## config.mk

```make
export PLATFORM = sky130hd
export DESIGN_NAME = ccff_loader
export DESIGN_NICKNAME = d
export VERILOG_FILES = /design/src/rtl/ccff_loader.sv
export SDC_FILE = /design/constraint.sdc
export NUM_CORES = 1
export LEC_CHECK = 0
export BUFFER_PORTS_ARGS = -buffer_cell sky130_fd_sc_hd__buf_2
export CAP_MARGIN = 10
export CORE_MARGIN = 2
export CORE_UTILIZATION = 51
export DETAILED_ROUTE_END_ITERATION = 6
export PLACE_DENSITY = 0.92
export SLEW_MARGIN = 15
export SYNTH_ARGS = -nofsm -noshare
export SYNTH_HDL_FRONTEND = slang
export SYNTH_SLANG_ARGS = --single-unit
```

## constraint.sdc

```tcl
create_clock -name prog_clock -period 2.8 [get_ports prog_clock]
set_clock_uncertainty 0.05 [all_clocks]
set_input_delay 0.56 -clock prog_clock [delete_from_list [all_inputs] [get_ports prog_clock]]
set_output_delay 0.56 -clock prog_clock [all_outputs]
set_load 0.005 [all_outputs]
```

## src/rtl/ccff_loader.sv

```systemverilog
// ccff_loader: streams NUM_CHAINS-bit bitstream words into the fabric's parallel ccff chains,
// then releases fabric reset. Optional CRC-16-CCITT check is enabled by defining CCFF_CRC_EN.
module ccff_loader #(
  parameter int unsigned NUM_CHAINS  = 10,
  parameter int unsigned CHAIN_LEN   = 1024,
  parameter int unsigned RELEASE_DLY = 4,
  parameter int unsigned CNT_W       = $clog2(CHAIN_LEN + 1)
) (
  input  logic                  prog_clock,
  input  logic                  global_resetn,
  input  logic                  start,
  input  logic [15:0]           crc_expected,
  input  logic                  bs_valid,
  input  logic [NUM_CHAINS-1:0] bs_data,
  output logic                  bs_ready,
  output logic [NUM_CHAINS-1:0] ccff_head,
  output logic                  ccff_shift,
  output logic                  fabric_resetn,
  output logic                  busy,
  output logic                  cfg_done,
  output logic                  cfg_err,
  output logic [CNT_W-1:0]      word_cnt
);

  localparam int unsigned SET_W = $clog2(RELEASE_DLY + 1);
  localparam int unsigned CRC_W = 16;

  typedef enum logic [2:0] {
    S_IDLE   = 3'd0,
    S_LOAD   = 3'd1,
    S_SETTLE = 3'd2,
    S_DONE   = 3'd3,
    S_ERR    = 3'd4
  } state_t;

  state_t                state_q, state_d;
  logic                  ready_q, ready_d;
  logic                  shift_q, shift_d;
  logic [NUM_CHAINS-1:0] head_q, head_d;
  logic                  frst_q, frst_d;
  logic                  busy_q, busy_d;
  logic                  done_q, done_d;
  logic                  err_q, err_d;
  logic [CNT_W-1:0]      cnt_q, cnt_d;
  logic [SET_W-1:0]      settle_q, settle_d;
  logic                  crc_bad;

`ifdef CCFF_CRC_EN
  localparam logic [CRC_W-1:0] CRC_POLY = 16'h1021;
  localparam logic [CRC_W-1:0] CRC_INIT = 16'hFFFF;

  logic [CRC_W-1:0] crc_q, crc_d;
  logic [CRC_W-1:0] crc_exp_q, crc_exp_d;

  // MSB-first CRC update over one word, bit 0 entering first.
  function automatic logic [CRC_W-1:0] crc_step(input logic [CRC_W-1:0] crc,
                                                input logic [NUM_CHAINS-1:0] data);
    logic [CRC_W-1:0] c;
    c = crc;
    for (int i = 0; i < int'(NUM_CHAINS); i++) begin
      if (c[CRC_W-1] ^ data[i]) c = {c[CRC_W-2:0], 1'b0} ^ CRC_POLY;
      else                      c = {c[CRC_W-2:0], 1'b0};
    end
    return c;
  endfunction

  assign crc_bad = (crc_q != crc_exp_q);
`else
  logic unused_crc_expected;
  assign unused_crc_expected = ^crc_expected;
  assign crc_bad             = 1'b0;
`endif

  // Next-state and next-output logic.
  always_comb begin
    state_d  = state_q;
    ready_d  = ready_q;
    shift_d  = 1'b0;
    head_d   = head_q;
    frst_d   = frst_q;
    busy_d   = busy_q;
    done_d   = done_q;
    err_d    = err_q;
    cnt_d    = cnt_q;
    settle_d = settle_q;
`ifdef CCFF_CRC_EN
    crc_d     = crc_q;
    crc_exp_d = crc_exp_q;
`endif
    case (state_q)
      S_IDLE, S_DONE, S_ERR: begin
        if (start) begin
          state_d = S_LOAD;
          ready_d = 1'b1;
          frst_d  = 1'b0;
          busy_d  = 1'b1;
          done_d  = 1'b0;
          err_d   = 1'b0;
          cnt_d   = '0;
`ifdef CCFF_CRC_EN
          crc_d     = CRC_INIT;
          crc_exp_d = crc_expected;
`endif
        end
      end
      S_LOAD: begin
        if (bs_valid && ready_q) begin
          shift_d = 1'b1;
          head_d  = bs_data;
          cnt_d   = cnt_q + CNT_W'(1);
`ifdef CCFF_CRC_EN
          crc_d   = crc_step(crc_q, bs_data);
`endif
          if (cnt_q == CNT_W'(CHAIN_LEN - 1)) begin
            state_d  = S_SETTLE;
            ready_d  = 1'b0;
            settle_d = '0;
          end
        end
      end
      S_SETTLE: begin
        // Holds RELEASE_DLY cycles past the final shift pulse (which occupies the first cycle).
        if (settle_q == SET_W'(RELEASE_DLY)) begin
          busy_d = 1'b0;
          if (crc_bad) begin
            state_d = S_ERR;
            err_d   = 1'b1;
          end else begin
            state_d = S_DONE;
            frst_d  = 1'b1;
            done_d  = 1'b1;
          end
        end else begin
          settle_d = settle_q + SET_W'(1);
        end
      end
      default: state_d = S_IDLE;
    endcase
  end

  // State and output registers with synchronous active-low reset.
  always_ff @(posedge prog_clock) begin
    if (!global_resetn) begin
      state_q  <= S_IDLE;
      ready_q  <= 1'b0;
      shift_q  <= 1'b0;
      head_q   <= '0;
      frst_q   <= 1'b0;
      busy_q   <= 1'b0;
      done_q   <= 1'b0;
      err_q    <= 1'b0;
      cnt_q    <= '0;
      settle_q <= '0;
`ifdef CCFF_CRC_EN
      crc_q     <= 16'hFFFF;
      crc_exp_q <= '0;
`endif
    end else begin
      state_q  <= state_d;
      ready_q  <= ready_d;
      shift_q  <= shift_d;
      head_q   <= head_d;
      frst_q   <= frst_d;
      busy_q   <= busy_d;
      done_q   <= done_d;
      err_q    <= err_d;
      cnt_q    <= cnt_d;
      settle_q <= settle_d;
`ifdef CCFF_CRC_EN
      crc_q     <= crc_d;
      crc_exp_q <= crc_exp_d;
`endif
    end
  end

  assign bs_ready      = ready_q;
  assign ccff_shift    = shift_q;
  assign ccff_head     = head_q;
  assign fabric_resetn = frst_q;
  assign busy          = busy_q;
  assign cfg_done      = done_q;
  assign cfg_err       = err_q;
  assign word_cnt      = cnt_q;

endmodule

```

==> impl_metrics.ini, run 1 <==
[global_route]
antenna_found_initial = 0
grt_pass1_wl_um = 4680
grt_pass1_vias = 1133
grt_max_degree = 27
grtUsageTotal_pct = 18.3
grt_overflow = 0

[route]
dr.pass1.iters = 4
initialDrtViolationCount = 31
via_count = 1243
via_per_inst = 5.29
detail-route-antenna-nets = 0
drc = 0
wirelength_um = 2750
wl_per_cell_um = 11.7

[cts]
cts-root-buf = clkbuf_4
clock_sinks = 30
htreeDepth = 2
clk_latency_ns = 0.33
cts_buffer_depth = 2
post_cts_buffers = 0
cts.clk_slew.worst_paths_ns = 0.09
holdBufCountCts = 0
cts_inserted_buffers = 5
cts_tree = built
ctsResizeCount = 0

[floorplan]
die_width_um = 57.4
die_h_um = 57.4
dieArea_um2 = 3300
coreArea_um2 = 2730
fp-row-count = 19
initial_core_util_pct = 53.2
ioPinCount = 57

[power_and_ir_drop]
p_leak_uw = 0.000756
irDropWorstVdd_mv = 0.631
power_density_nw_per_um2 = 768
p_total_uw = 1340

[sta]
period_minus_slack_ns = 1.95
hold_violations = 0
finalSetupViolCount = 0
rsz0062_at_grt = no
maxSlewViolCount = 0
fmax_mhz = 512
fin_crit_sh_pct = 69.8
fin_setup_tns_ns = 0

[critical_path]
cp_slowest_cell = dfxtp_1
cp-end-kind = flip-flop
r2r_start = state_q[0]
startpoint = state_q[0]
worst_ep_required_time_ns = 3.01
crit_fanout = 8
criticalPathCategory = reg2reg
crit_chain = inv_1 -> ha_1 -> and2b_1 -> o2111ai_4 -> or3_1 -> a21oi_1
slowest_delay_ns = 0.39
cp-start-kind = flip-flop
cp_data_arrival_time_ns = 2.17

[finish]
diodes = 0
drive_above_1_share_pct = 24.5
areaGrowthSynthToFinish_pct = 20.2
fin_nets = 239

[synthesis]
avgSynthCellArea_um2 = 8.71
ys_seq_elements = 30
synth_top_cell_by_area = dfxtp_1
yosysSeqAreaShare_pct = 41.3
synth_area_leaders = dfxtp_1 (41%), nand2_1 (8.0%), a21boi_0 (5.7%)
synth_warnings = 0
syn_inst = 167
yosys.area.top_type_share_pct = 41.3
synthDistinctLibCells = 38
synth_nets = 203
syn_area_um2 = 1460

[hold_path]
min_from = ccff_head[9]
hold_class = reg2reg

[place]
dpl.hpwl_um = 2000
gp_congestion = 0.795
io_buffers = 39

[flow_run]
maxCapViolations = 0

[status]
status = finished, final reports clean
## placed cells by master (no fill, tap or decap), types with 6 or more instances in the layout
master / n
buf_2: 39
a21oi_1: 6
inv_1: 6
dfxtp_1: 30
mux2i_1: 6
ha_1: 6
a21boi_0: 11
nand2_1: 31
nor2_1: 8
## report_power, final
| part | internal, uW | leakage (uW) | switching (uW) |
|---|---|---|---|
| combinational | 157 | 0.000455 | 238 |
| clock | 302 | 0.0000585 | 153 |
| sequential | 465 | 0.000243 | 28.0 |
## registers in the layout, summed over array words and instances (netlist names)
register,flops
cfg_done,1
busy,1
state_q,2
settle_q,3
ccff_head,10
ccff_shift,1
bs_ready,1
word_cnt,11
## final timing paths
path	to	slack [ns]	cells past startpoint
max reg2reg	word_cnt[10]	0.85	6
min	ccff_head[9]	0.42	2
min reg2reg	ccff_head[9]	0.42	2
max	word_cnt[10]	0.85	6
## per-layer routing
layer | wire (um) | global-route usage, %
met5 | 0 | 0
met1 | 1240 | 20.6
met3 | 129 | 4.99
met2 | 1320 | 31.0
met4 | 59 | 9.97
## worst max-delay path, delay by kind of cell (launching register included)
| family | cells | cell delay [ns] |
|---|---|---|
| simple gates | 2 | 0.71 |
| flops | 1 | 0.39 |
| fa+ha+maj | 1 | 0.34 |
| compound gates | 2 | 0.33 |
| buf+inv | 1 | 0.06 |
## per-stage QoR
step | utilization [%] | hold WS, ns | area, um2 | worst slack, ns | cells
6_report | 64.0 | 0.415 | 1750 | 0.846 | 235
5_1_grt | 64.0 | 0.404 | 1750 | 0.669 | 235
4_1_cts | 64.0 | 0.408 | 1750 | 0.842 | 235
3_5_place_dp | 59.9 | 0.404 | 1640 | 0.864 | 227
3_3_place_gp | 59.9 | 0.397 | 1640 | 0.924 | 227
2_1_floorplan | - | 0.405 | 1460 | 1.06 | 167
## final cells by class
| type | instances | area [um2] |
|---|---|---|
| flip-flops and latches | 30 | 601 |
| inverters | 6 | 22.5 |
| multi-input cells | 120 | 773 |
| clock inverters | 2 | 60.1 |
| fillers | 228 | 985 |
| repair buffers | 40 | 203 |
| well taps | 31 | 38.8 |
| clock buffers | 6 | 51.3 |
## synthesized netlist by cell type
master	instances
a31oi_1	1
a32oi_1	1
ha_1	6
clkbuf_1	6
o2111ai_4	1
a21oi_1	6
or3_1	4
dfxtp_1	30
clkbuf_2	1
o2111ai_1	4
buf_6	1
o31ai_1	1
nand3_1	5
inv_1	6
o31a_1	1
o21ai_0	5
buf_4	2
o41ai_2	1
nand2b_1	3
o211ai_1	1
buf_2	1
mux2i_1	6
nand4_1	2
and2_1	4
a211oi_1	1
nor2_1	8
and2b_1	1
xnor2_1	1
and3_1	2
nor2b_1	4
conb_1	1
nand2_1	31
and4_1	1
and4b_1	1
a21boi_1	1
xor2_1	4
a21boi_0	11
nor3_1	1
## kinds of logic after synthesis
kind of cell	after synthesis	synth area share, %
compound gates	35	18.5
xor+xnor	5	3.01
fa+ha+maj	6	5.16
buf+inv	17	5.59
flops	30	41.3
mux	6	4.13
other cells	1	0.258
simple gates	67	22.1
(Power assumes the default switching activity.)
==> run 2: changes to the inputs <==
--- a/config.mk
+++ b/config.mk
@@ -8,9 +8,9 @@
 export BUFFER_PORTS_ARGS = -buffer_cell sky130_fd_sc_hd__buf_2
 export CAP_MARGIN = 10
 export CORE_MARGIN = 2
-export CORE_UTILIZATION = 51
+export CORE_UTILIZATION = 48
 export DETAILED_ROUTE_END_ITERATION = 6
-export PLACE_DENSITY = 0.92
+export PLACE_DENSITY = 0.88
 export SLEW_MARGIN = 15
 export SYNTH_ARGS = -nofsm -noshare
 export SYNTH_HDL_FRONTEND = slang
==> constraint.sdc (replaced) <==
create_clock -name prog_clock -period 1.8 [get_ports prog_clock]
set_clock_uncertainty 0.05 [all_clocks]
set_input_delay 0.36 -clock prog_clock [delete_from_list [all_inputs] [get_ports prog_clock]]
set_output_delay 0.36 -clock prog_clock [all_outputs]
set_load 0.005 [all_outputs]
==> impl_metrics.ini, run 2 (synthesis gave the netlist of run 1 again) <==
[finish]
nFillCells = 241
final_common_cell = buf_2
areaGrowthSynthToFinish_pct = 23.4
diodes = 0
fin_nets = 247
final_cell_mix = buf_2 (39), nand2_1 (30), dfxtp_1 (28)
final_area_um2 = 1800
largest_reg_flops = 11
drive_above_1_share_pct = 31.1

[critical_path]
crit_fanout = 6
cp-start-kind = flip-flop
criticalPathCategory = reg2reg
rr_worst_depth = 6
reg2reg_to = word_cnt[10]
worst_ep_required_time_ns = 2.01
cp-end-kind = flip-flop
cp_data_arrival_time_ns = 1.93
r2r_start = state_q[0]
rrSetupSlack_ns = 0.08

[route]
drc = 0
via_count = 1280
via_per_inst = 5.27
dr.pass1.iters = 4
wl_per_cell_um = 12.0
detail-route-antenna-nets = 0
wirelength_um = 2910
initialDrtViolationCount = 45

[power_and_ir_drop]
power.internal_uw = 1290
power_density_nw_per_um2 = 1100
p_sw_uw = 684
p_seq_share_pct = 39.4
pwr-share-comb_pct = 39.6
clockPowerShare_pct = 21.0
swShare_pct = 34.6
irDropWorstVdd_mv = 0.959
p_leak_uw = 0.000776
p_total_uw = 1970

[sta]
finalSetupViolCount = 0
period_minus_slack_ns = 1.72
fin_setup_tns_ns = 0
fmax_mhz = 581
fin_crit_sh_pct = 95.5
maxSlewViolCount = 0
hold_violations = 0

[place]
gp_congestion = 0.745
io_buffers = 39
dpl.hpwl_um = 2170
place_area_um2 = 1700

[hold_path]
worstHoldEndpoint = ccff_head[9]
hold_depth = 3
hold_class = in2reg
min_from = bs_data[9]

[floorplan]
ioPinCount = 57
die_h_um = 59.1
dieArea_um2 = 3490
coreArea_um2 = 2830
initial_core_util_pct = 51.4
fp-row-count = 19
die_width_um = 59.1

[global_route]
grt_pass1_wl_um = 4910
antenna_found_initial = 0
grt_pass1_vias = 1151
grtUsageTotal_pct = 18.6
grt_overflow = 0
grt_max_degree = 26

[cts]
clk_latency_ns = 0.33
cts_tree = built
cts_buffer_depth = 2
cts_inserted_buffers = 5
htreeDepth = 2
clock_sinks = 30
cts.clk_slew.worst_paths_ns = 0.09
holdBufCountCts = 0
cts-root-buf = clkbuf_4

[flow_run]
maxCapViolations = 0

[status]
status = finished, final reports clean
## run 2: power groups by stage
stage / Sequential, uW / Combinational, uW / Clock, uW
after floorplan: 780 / 505 / 0
after global placement: 780 / 687 / 0
after detailed placement: 784 / 699 / 0
after CTS: 770 / 709 / 429
after global routing: 785 / 876 / 464
final: 778 / 781 / 414
## run 2: metrics by stage
stage	cells	hold slack, ns	util (%)	setup slack (ns)
5_1_grt	243	0.223	63.5	-0.00580
3_3_place_gp	235	0.398	60.0	0.0565
2_1_floorplan	167	0.405	-	0.0642
3_5_place_dp	235	0.403	60.0	0.0117
6_report	243	0.221	63.5	0.0802
4_1_cts	243	0.208	62.2	0.0261
## run 2: what timing repair did
action	4_1_cts	5_1_grt
pin swaps	0	0
buffers inserted	0	0
gates resized for setup	2	9
endpoints found under the setup margin	2	13
## run 2: area by class of cell
cell class | count | area, um2 | area share (%)
clock buffers | 7 | 55.1 | 3.07
clock inverters | 1 | 5.00 | 0.279
inverters | 6 | 22.5 | 1.25
multi-input cells | 120 | 808 | 45.0
flip-flops and latches | 30 | 603 | 33.6
well taps | 31 | 38.8 | 2.16
repair buffers | 48 | 263 | 14.6
## run 2: worst max-delay path by stage
stage	slack, ns	endpoint	startpoint	depth (start not counted)
finish	0.08	word_cnt[10]	state_q[0]	6
global route	-0.006	word_cnt[9]	state_q[0]	6
floorplan	0.06	word_cnt[8]	state_q[0]	7
CTS	0.03	word_cnt[10]	state_q[1]	6
global placement	0.06	word_cnt[10]	state_q[0]	6
detailed placement	0.01	word_cnt[10]	state_q[0]	6
## run 2: critical path, cell delays in order, from the launching register on
cell	delay, ns
dfxtp_2	0.36
inv_1	0.07
ha_4	0.30
and2b_2	0.19
o2111ai_4	0.15
or3_1	0.39
a21oi_2	0.14
## run 2: metal layers
layer,vias up,GRT usage (%),wire [um]
met5,-,0,0
met4,0,7.79,34
met3,4,4.59,116
met2,24,30.5,1420
met1,593,23.2,1340
li1,659,-,-
